--- src/rtl/ram_pkg.sv ---
// Shared definitions for the RAM burst initiator: default widths and the FSM state type.
package ram_pkg;
    localparam int RAM_ADDR_W = 5;
    localparam int RAM_DATA_W = 32;

    typedef enum logic [1:0] {
        IDLE  = 2'd0,
        WRITE = 2'd1,
        READ  = 2'd2
    } burst_state_t;
endpackage

--- src/rtl/ram_burst_ctrl_if.sv ---
// Bundle of command, write-data, read-data, status and RAM pins around ram_burst_ctrl.
// Handshakes: a word moves on a clock edge where valid and ready are both high; valid never waits on ready.
interface ram_burst_ctrl_if #(
    parameter int ADDR_W = ram_pkg::RAM_ADDR_W,
    parameter int DATA_W = ram_pkg::RAM_DATA_W
) ();
    import ram_pkg::*;

    logic              cmd_valid;
    logic              cmd_ready;
    logic              cmd_write;
    logic [ADDR_W-1:0] cmd_addr;
    logic [ADDR_W-1:0] cmd_len;
    logic              wr_valid;
    logic              wr_ready;
    logic [DATA_W-1:0] wr_data;
    logic              rd_valid;
    logic              rd_ready;
    logic [DATA_W-1:0] rd_data;
    logic              busy;
    logic              done;
    logic              err;
    logic              ram_ena;
    logic              ram_wena;
    logic [ADDR_W-1:0] ram_addr;
    logic [DATA_W-1:0] ram_data_in;
    logic [DATA_W-1:0] ram_data_out;
    burst_state_t      dbg_state;

    modport slave (
        input  cmd_valid, cmd_write, cmd_addr, cmd_len, wr_valid, wr_data, rd_ready, ram_data_out,
        output cmd_ready, wr_ready, rd_valid, rd_data, busy, done, err,
        output ram_ena, ram_wena, ram_addr, ram_data_in, dbg_state
    );

    modport master (
        output cmd_valid, cmd_write, cmd_addr, cmd_len, wr_valid, wr_data, rd_ready, ram_data_out,
        input  cmd_ready, wr_ready, rd_valid, rd_data, busy, done, err,
        input  ram_ena, ram_wena, ram_addr, ram_data_in, dbg_state
    );
endinterface

--- src/rtl/ram_burst_ctrl_rd_fifo2.sv ---
// Two-entry read-data FIFO (module ram_rd_fifo2) with occupancy output and synchronous flush.
module ram_rd_fifo2 #(
    parameter int DATA_W = ram_pkg::RAM_DATA_W
) (
    input  logic              clk,
    input  logic              rst,
    input  logic              i_flush,
    input  logic              i_push,
    input  logic              i_pop,
    input  logic [DATA_W-1:0] i_data,
    output logic [DATA_W-1:0] o_data,
    output logic [1:0]        o_occ
);
    logic [DATA_W-1:0] r_mem [2];
    logic              r_wptr;
    logic              r_rptr;
    logic [1:0]        r_occ;

    always_ff @(posedge clk) begin
        if (rst || i_flush) begin
            r_wptr <= 1'b0;
            r_rptr <= 1'b0;
            r_occ  <= 2'd0;
        end else begin
            if (i_push) begin
                r_mem[r_wptr] <= i_data;
                r_wptr        <= ~r_wptr;
            end
            if (i_pop) begin
                r_rptr <= ~r_rptr;
            end
            r_occ <= r_occ + {1'b0, i_push} - {1'b0, i_pop};
        end
    end

    // Head is masked when empty so stale words never leak onto rd_data.
    assign o_data = (r_occ != 2'd0) ? r_mem[r_rptr] : '0;
    assign o_occ  = r_occ;
endmodule

--- src/rtl/ram_burst_ctrl.sv ---
// Burst initiator for the 32x32 single-port ram: write bursts stream in, read bursts stream out via a 2-deep FIFO.
// Optional RAM_BURST_BOUND_EN rejects bursts that would cross the top address and pulses err instead.
module ram_burst_ctrl #(
    parameter int ADDR_W = ram_pkg::RAM_ADDR_W,
    parameter int DATA_W = ram_pkg::RAM_DATA_W
) (
    input logic               clk,
    input logic               rst,
    ram_burst_ctrl_if.slave   bus
);
    import ram_pkg::*;

    burst_state_t      r_state;
    burst_state_t      w_state_nxt;
    logic [ADDR_W-1:0] r_addr;
    logic [ADDR_W-1:0] r_rem;
    logic [ADDR_W:0]   r_to_issue;
    logic [ADDR_W:0]   r_to_pop;
    logic              r_inflight;
    logic              r_done;

    logic              w_cmd_fire;
    logic              w_wr_fire;
    logic              w_issue;
    logic              w_fin;
    logic              w_pop;
    logic              w_room;
    logic              w_bound_bad;
    logic [1:0]        w_occ;
    logic [DATA_W-1:0] w_fifo_data;

`ifdef RAM_BURST_BOUND_EN
    logic              r_err;
    logic              w_reject;
    logic [ADDR_W:0]   w_end;
    assign w_end       = {1'b0, bus.cmd_addr} + {1'b0, bus.cmd_len};
    assign w_bound_bad = w_end[ADDR_W];
    assign w_reject    = (r_state == IDLE) && bus.cmd_valid && w_bound_bad;
    always_ff @(posedge clk) begin
        if (rst) r_err <= 1'b0;
        else     r_err <= w_reject;
    end
    assign bus.err = r_err;
`else
    assign w_bound_bad = 1'b0;
    assign bus.err     = 1'b0;
`endif

    assign bus.rd_valid = (w_occ != 2'd0);
    assign w_pop        = bus.rd_valid && bus.rd_ready;
    // occ + inflight - pop < 2, rearranged to stay unsigned.
    assign w_room       = ({1'b0, w_occ} + {2'b0, r_inflight}) < (3'd2 + {2'b0, w_pop});

    always_comb begin
        w_state_nxt   = r_state;
        w_cmd_fire    = 1'b0;
        w_wr_fire     = 1'b0;
        w_issue       = 1'b0;
        w_fin         = 1'b0;
        bus.cmd_ready = 1'b0;
        bus.wr_ready  = 1'b0;
        case (r_state)
            IDLE: begin
                bus.cmd_ready = 1'b1;
                if (bus.cmd_valid && !w_bound_bad) begin
                    w_cmd_fire  = 1'b1;
                    w_state_nxt = bus.cmd_write ? WRITE : READ;
                end
            end
            WRITE: begin
                bus.wr_ready = 1'b1;
                if (bus.wr_valid) begin
                    w_wr_fire = 1'b1;
                    if (r_rem == '0) begin
                        w_fin       = 1'b1;
                        w_state_nxt = IDLE;
                    end
                end
            end
            READ: begin
                w_issue = (r_to_issue != '0) && w_room;
                if (w_pop && (r_to_pop == (ADDR_W+1)'(1))) begin
                    w_fin       = 1'b1;
                    w_state_nxt = IDLE;
                end
            end
            default: w_state_nxt = IDLE;
        endcase
    end

    always_ff @(posedge clk) begin
        if (rst) begin
            r_state    <= IDLE;
            r_addr     <= '0;
            r_rem      <= '0;
            r_to_issue <= '0;
            r_to_pop   <= '0;
            r_inflight <= 1'b0;
            r_done     <= 1'b0;
        end else begin
            r_state    <= w_state_nxt;
            r_done     <= w_fin;
            r_inflight <= w_issue;
            if (w_cmd_fire) begin
                r_addr     <= bus.cmd_addr;
                r_rem      <= bus.cmd_len;
                r_to_issue <= {1'b0, bus.cmd_len} + 1'b1;
                r_to_pop   <= {1'b0, bus.cmd_len} + 1'b1;
            end else begin
                if (w_wr_fire || w_issue) r_addr <= r_addr + 1'b1;
                if (w_wr_fire)            r_rem <= r_rem - 1'b1;
                if (w_issue)              r_to_issue <= r_to_issue - 1'b1;
                if (w_pop)                r_to_pop <= r_to_pop - 1'b1;
            end
        end
    end

    ram_rd_fifo2 #(.DATA_W(DATA_W)) u_fifo (
        .clk     (clk),
        .rst     (rst),
        .i_flush (w_cmd_fire),
        .i_push  (r_inflight),
        .i_pop   (w_pop),
        .i_data  (bus.ram_data_out),
        .o_data  (w_fifo_data),
        .o_occ   (w_occ)
    );

    assign bus.rd_data     = w_fifo_data;
    assign bus.ram_ena     = w_wr_fire || w_issue;
    assign bus.ram_wena    = w_wr_fire;
    assign bus.ram_addr    = bus.ram_ena ? r_addr : '0;
    assign bus.ram_data_in = w_wr_fire ? bus.wr_data : '0;
    assign bus.busy        = (r_state != IDLE);
    assign bus.done        = r_done;
    assign bus.dbg_state   = r_state;
endmodule

--- src/flat_wrapper.sv ---
// flat-port wrapper written by rule: the top's interface ports become plain ports
module ram_burst_ctrl_flat import ram_pkg::*;
#(
    parameter int ADDR_W = ram_pkg::RAM_ADDR_W,
    parameter int DATA_W = ram_pkg::RAM_DATA_W
)
  (clk, rst, bus_cmd_valid, bus_cmd_write, bus_cmd_addr, bus_cmd_len, bus_wr_valid, bus_wr_data, bus_rd_ready, bus_ram_data_out, bus_cmd_ready, bus_wr_ready, bus_rd_valid, bus_rd_data, bus_busy, bus_done, bus_err, bus_ram_ena, bus_ram_wena, bus_ram_addr, bus_ram_data_in, bus_dbg_state);
  ram_burst_ctrl_if #(.ADDR_W(ADDR_W), .DATA_W(DATA_W)) bus_i ();
  input logic clk;
  input logic rst;
  input wire logic [$bits(bus_i.cmd_valid)-1:0] bus_cmd_valid;
  input wire logic [$bits(bus_i.cmd_write)-1:0] bus_cmd_write;
  input wire logic [$bits(bus_i.cmd_addr)-1:0] bus_cmd_addr;
  input wire logic [$bits(bus_i.cmd_len)-1:0] bus_cmd_len;
  input wire logic [$bits(bus_i.wr_valid)-1:0] bus_wr_valid;
  input wire logic [$bits(bus_i.wr_data)-1:0] bus_wr_data;
  input wire logic [$bits(bus_i.rd_ready)-1:0] bus_rd_ready;
  input wire logic [$bits(bus_i.ram_data_out)-1:0] bus_ram_data_out;
  output wire logic [$bits(bus_i.cmd_ready)-1:0] bus_cmd_ready;
  output wire logic [$bits(bus_i.wr_ready)-1:0] bus_wr_ready;
  output wire logic [$bits(bus_i.rd_valid)-1:0] bus_rd_valid;
  output wire logic [$bits(bus_i.rd_data)-1:0] bus_rd_data;
  output wire logic [$bits(bus_i.busy)-1:0] bus_busy;
  output wire logic [$bits(bus_i.done)-1:0] bus_done;
  output wire logic [$bits(bus_i.err)-1:0] bus_err;
  output wire logic [$bits(bus_i.ram_ena)-1:0] bus_ram_ena;
  output wire logic [$bits(bus_i.ram_wena)-1:0] bus_ram_wena;
  output wire logic [$bits(bus_i.ram_addr)-1:0] bus_ram_addr;
  output wire logic [$bits(bus_i.ram_data_in)-1:0] bus_ram_data_in;
  output wire logic [$bits(bus_i.dbg_state)-1:0] bus_dbg_state;
  assign bus_i.cmd_valid = bus_cmd_valid;
  assign bus_i.cmd_write = bus_cmd_write;
  assign bus_i.cmd_addr = bus_cmd_addr;
  assign bus_i.cmd_len = bus_cmd_len;
  assign bus_i.wr_valid = bus_wr_valid;
  assign bus_i.wr_data = bus_wr_data;
  assign bus_i.rd_ready = bus_rd_ready;
  assign bus_i.ram_data_out = bus_ram_data_out;
  assign bus_cmd_ready = bus_i.cmd_ready;
  assign bus_wr_ready = bus_i.wr_ready;
  assign bus_rd_valid = bus_i.rd_valid;
  assign bus_rd_data = bus_i.rd_data;
  assign bus_busy = bus_i.busy;
  assign bus_done = bus_i.done;
  assign bus_err = bus_i.err;
  assign bus_ram_ena = bus_i.ram_ena;
  assign bus_ram_wena = bus_i.ram_wena;
  assign bus_ram_addr = bus_i.ram_addr;
  assign bus_ram_data_in = bus_i.ram_data_in;
  assign bus_dbg_state = bus_i.dbg_state;
  ram_burst_ctrl #(.ADDR_W(ADDR_W), .DATA_W(DATA_W)) u_core (.clk(clk), .rst(rst), .bus(bus_i));
endmodule
--- config.mk ---
export PLATFORM = sky130hd
export DESIGN_NAME = ram_burst_ctrl_flat
export DESIGN_NICKNAME = d
export VERILOG_FILES = /design/src/rtl/ram_pkg.sv /design/src/rtl/ram_burst_ctrl_if.sv /design/src/rtl/ram_burst_ctrl_rd_fifo2.sv /design/src/rtl/ram_burst_ctrl.sv /design/src/flat_wrapper.sv
export SDC_FILE = /design/constraint.sdc
export NUM_CORES = 1
export LEC_CHECK = 0
export BUFFER_PORTS_ARGS = -buffer_cell sky130_fd_sc_hd__buf_4
export CORE_ASPECT_RATIO = 1.75
export CORE_MARGIN = 5
export CORE_UTILIZATION = 54
export CTS_CLUSTER_DIAMETER = 80
export DETAILED_ROUTE_END_ITERATION = 12
export GPL_ROUTABILITY_DRIVEN = 0
export MAX_ROUTING_LAYER = met4
export PLACE_DENSITY = 0.85
export SYNTH_ARGS = -nofsm -noshare
export SYNTH_HDL_FRONTEND = slang
export SYNTH_SLANG_ARGS = --single-unit
--- constraint.sdc ---
create_clock -name clk -period 7.74 [get_ports clk]
set_input_delay 1.548 -clock clk [delete_from_list [all_inputs] [get_ports clk]]
set_output_delay 1.548 -clock clk [all_outputs]
set_load 0.03 [all_outputs]
==> results.md <==
* Final setup fails at 0
* Largest family of logic cells by synthesized area: simple AND/OR/NAND/NOR gates
* Setup CP Type: input pin to output port
* GRT Residual Overflow at 0
* EDFF count, synth at 64
* Reg2reg start: u_core.bus.dbg_state[1]
* Synth warnings at 0
* Area leader, netlist: edfxtp_1
* Worst path cell trace: buf_4, o21ai_2, o21ai_1, a21oi_4, inv_2, and2_1, buf_4
* Critical path arrival at 2.80 ns
* Fin crit share at 0.562
* Final hold violation count at 0
* Post-CTS setup-driven buffer insertion count at 0
* CTS buffer count at 9
* Hold WC Path Type: register to register
* Flops & latches, synth at 95
* Die height at 132 microns
* Most frequent cells in the layout: buf_4 (161), edfxtp_1 (64), nor2_1 (46)
* CP Launch Type: input pin
* Clock transition at path regs at 0.06 ns
* Final nets at 655
* PortBufs at 157
* Status: completed
* Via density at 5.72
* Post-synth ARST share at 0
* HPWL after detailed placement at 9.01 mm
* Worst Hold Launch: u_core.r_to_issue[1]
* Critical path peak fanout at 9
* Mapped Cells at 411
* Worst path required time at 6.19 ns
* Top-area cell type share of the netlist area at 0.422
* Worst hold path depth at 2
* Clock Sinks at 95
* Leakage at 0.00257 uW
* Post-Synth Simple-Gate Area at 0.175
* Gr busiest metal: met2
* H-tree depth at 3
* Bufs on Longest Clock Path at 2
* WL/cell at 18.6 microns
* Ys flop type: edfxtp_1
* GRT Total Usage at 0.242
* Mapped Nets at 505
* Die footprint at 10400 sq um
* Met3 Use GR at 0.0527
* R2r worst-path depth at 7
* Pin count of the biggest net entering global routing at 37
* CTS Hold Buffers Added at 0
* Fin Setup TNS at 0 ns
* Crit path top cell by count: buf_4
* Reg-to-reg endpoint: u_core.r_addr[2]
* Root Driver: clkbuf_16
* DRT Pass-1 Iters at 5
* DRT iter0 DRCs at 315
* Core ar. at 8260 sq um
* Syn avg cell area at 11.1 sq um
* Fin crit period at 4.35 ns
* Crit-path slowest cell: o21ai_1
* Unique masters post-synth at 53
* Compound-gate portion of the synthesized area at 0.0928
* Worst VDD drop at 0.127 mV
* Rows at 44
* Routed WL at 12.2 mm
* Synth-to-layout area growth at 33.6%
* Commonest non-fill, non-tap cell in the layout: buf_4
* I/O pins at 159
* Reg2reg setup slack at 5.25 ns
* M2 GR Usage at 0.427
* Worst Skew at 0.00756 ns
* Worst slew pin tran at 1.31 ns
* Worst skew pair latency at 0.34 ns
* XOR/XNOR share of the synthesized area at 0.0269
* Die W at 79.4 microns
* Unrepaired setup endpoints after global routing: false
* PostCTS Resize Cnt at 0
* CTS tree: built
* Worst path max stage delay at 0.50 ns
* Worst Path Buf+Inv at 3
* Antenna-violating nets left at 0
* Max_cap viols at 0
* Max frequency at 0.230 GHz
* Slew HR at 0.125
* Crit end category: output port
* Hold Path Sink: u_core.r_to_issue[1]
* Number of remaining DRC errors at 0
* Routed vias at 3764
* Worst path top cell family by delay: compound AO/OA/AOI/OAI gates
* Register area share after synthesis at 0.558
* Post-synthesis mux area share at 0.0725
* N_diodes at 0
* Layout cell share with drive strength beyond 1 at 0.330
* Grt met1 use at 0.259
* Initial antenna violation count at 0
* Minimum hold slack at 0.498 ns
* Vias in the first global route at 3778
* Mapped Area at 4560 sq um
* Top cells by area, synth: edfxtp_1 (42%), dfxtp_1 (14%), mux2i_1 (7.3%)
* Cell area power density at 231 nW/um^2
* Initial core utilization at 0.552
* First-pass GRT wire length at 19.1 mm
* Pins Over Slew Limit at 0
* Adder-cell share of the synthesized area at 0.0385
## flip-flops by register name (all words and copies together), names as in the netlist, 2 cells and up, named ones only
signal / cells
u_core.r_to_issue: 6
u_core.u_fifo.o_occ: 2
u_core.r_addr: 5
u_core.r_rem: 5
u_core.bus.dbg_state: 2
u_core.r_to_pop: 6
u_core.u_fifo.r_mem: 64
## worst register-to-register path, cell delays in order, from the launching register on
cell and delay [ns]:
dfxtp_1 0.33, inv_1 0.11, ha_1 0.74, nand2_1 0.29, inv_2 0.27, nor3_1 0.11, or4_1 0.52, nand3_1 0.08
## how the worst max path moves through the flow
stage | start | endpoint | slack, ns | cells past startpoint
global route | bus_rd_ready | bus_ram_addr[0] | 3.26 | 7
detailed placement | bus_rd_ready | bus_ram_addr[3] | 3.40 | 7
global placement | bus_rd_ready | bus_ram_addr[3] | 3.46 | 7
CTS | bus_rd_ready | bus_ram_addr[3] | 3.40 | 7
finish | bus_rd_ready | bus_ram_addr[1] | 3.39 | 7
floorplan | bus_cmd_valid | u_core.u_fifo.r_mem[0][0] | 2.25 | 3
## cell usage after synthesis (all sizes together), types with 4 or more instances
cell / instances
a211oi: 9
inv: 18
dfxtp: 31
mux2i: 33
nor3: 16
ha: 14
xor2: 5
edfxtp: 64
a31oi: 7
nor2: 47
and3: 35
buf: 4
nand3: 10
o211ai: 5
nand2: 18
a21oi: 10
and2: 7
clkbuf: 18
nor4: 5
xnor2: 9
o31ai: 4
o21ai: 9
## cells by family after synthesis
family                     count (synthesis)
DFF                                       95
muxes                                     33
adders and majority gates                 14
xor gates and xnor gates                  14
other                                      1
AOI/OAI and AO/OA                         58
buffers and inverters                     41
and+or+nand+nor                          155
## stage by stage
| stage | total power, uW | instances | utilization | instance area (sq um) | setup slack (ns) |
|---|---|---|---|---|---|
| after floorplan | 862 | 411 | - | 4560 | 2.25 |
| after global placement | 986 | 642 | 0.702 | 5800 | 3.46 |
| after detailed placement | 1000 | 642 | 0.702 | 5800 | 3.40 |
| after CTS | 1410 | 658 | 0.737 | 6090 | 3.40 |
| after global routing | 1470 | 658 | 0.737 | 6090 | 3.26 |
| final | 1410 | 658 | 0.737 | 6090 | 3.39 |
## cell type report
class | count | area (sq um)
Clock buffer | 12 | 256
Clock inverter | 4 | 30.0
Fill cell | 583 | 2170
Inverter | 19 | 71.3
Multi-Input combinational cell | 275 | 1860
Sequential cell | 95 | 2540
Tap cell | 92 | 115
Timing Repair Buffer | 161 | 1210
## routing by layer
layer,share of wire,routed length (microns)
met5,0,0
met4,0.027,327
met2,0.55,6750
met3,0.060,734
met1,0.36,4430
## power by group
part | internal [uW] | switching [uW]
sequential | 574 | 35.2
combinational | 152 | 234
clock | 236 | 175
total | 962 | 445
Power figures use the tool's default switching activity.
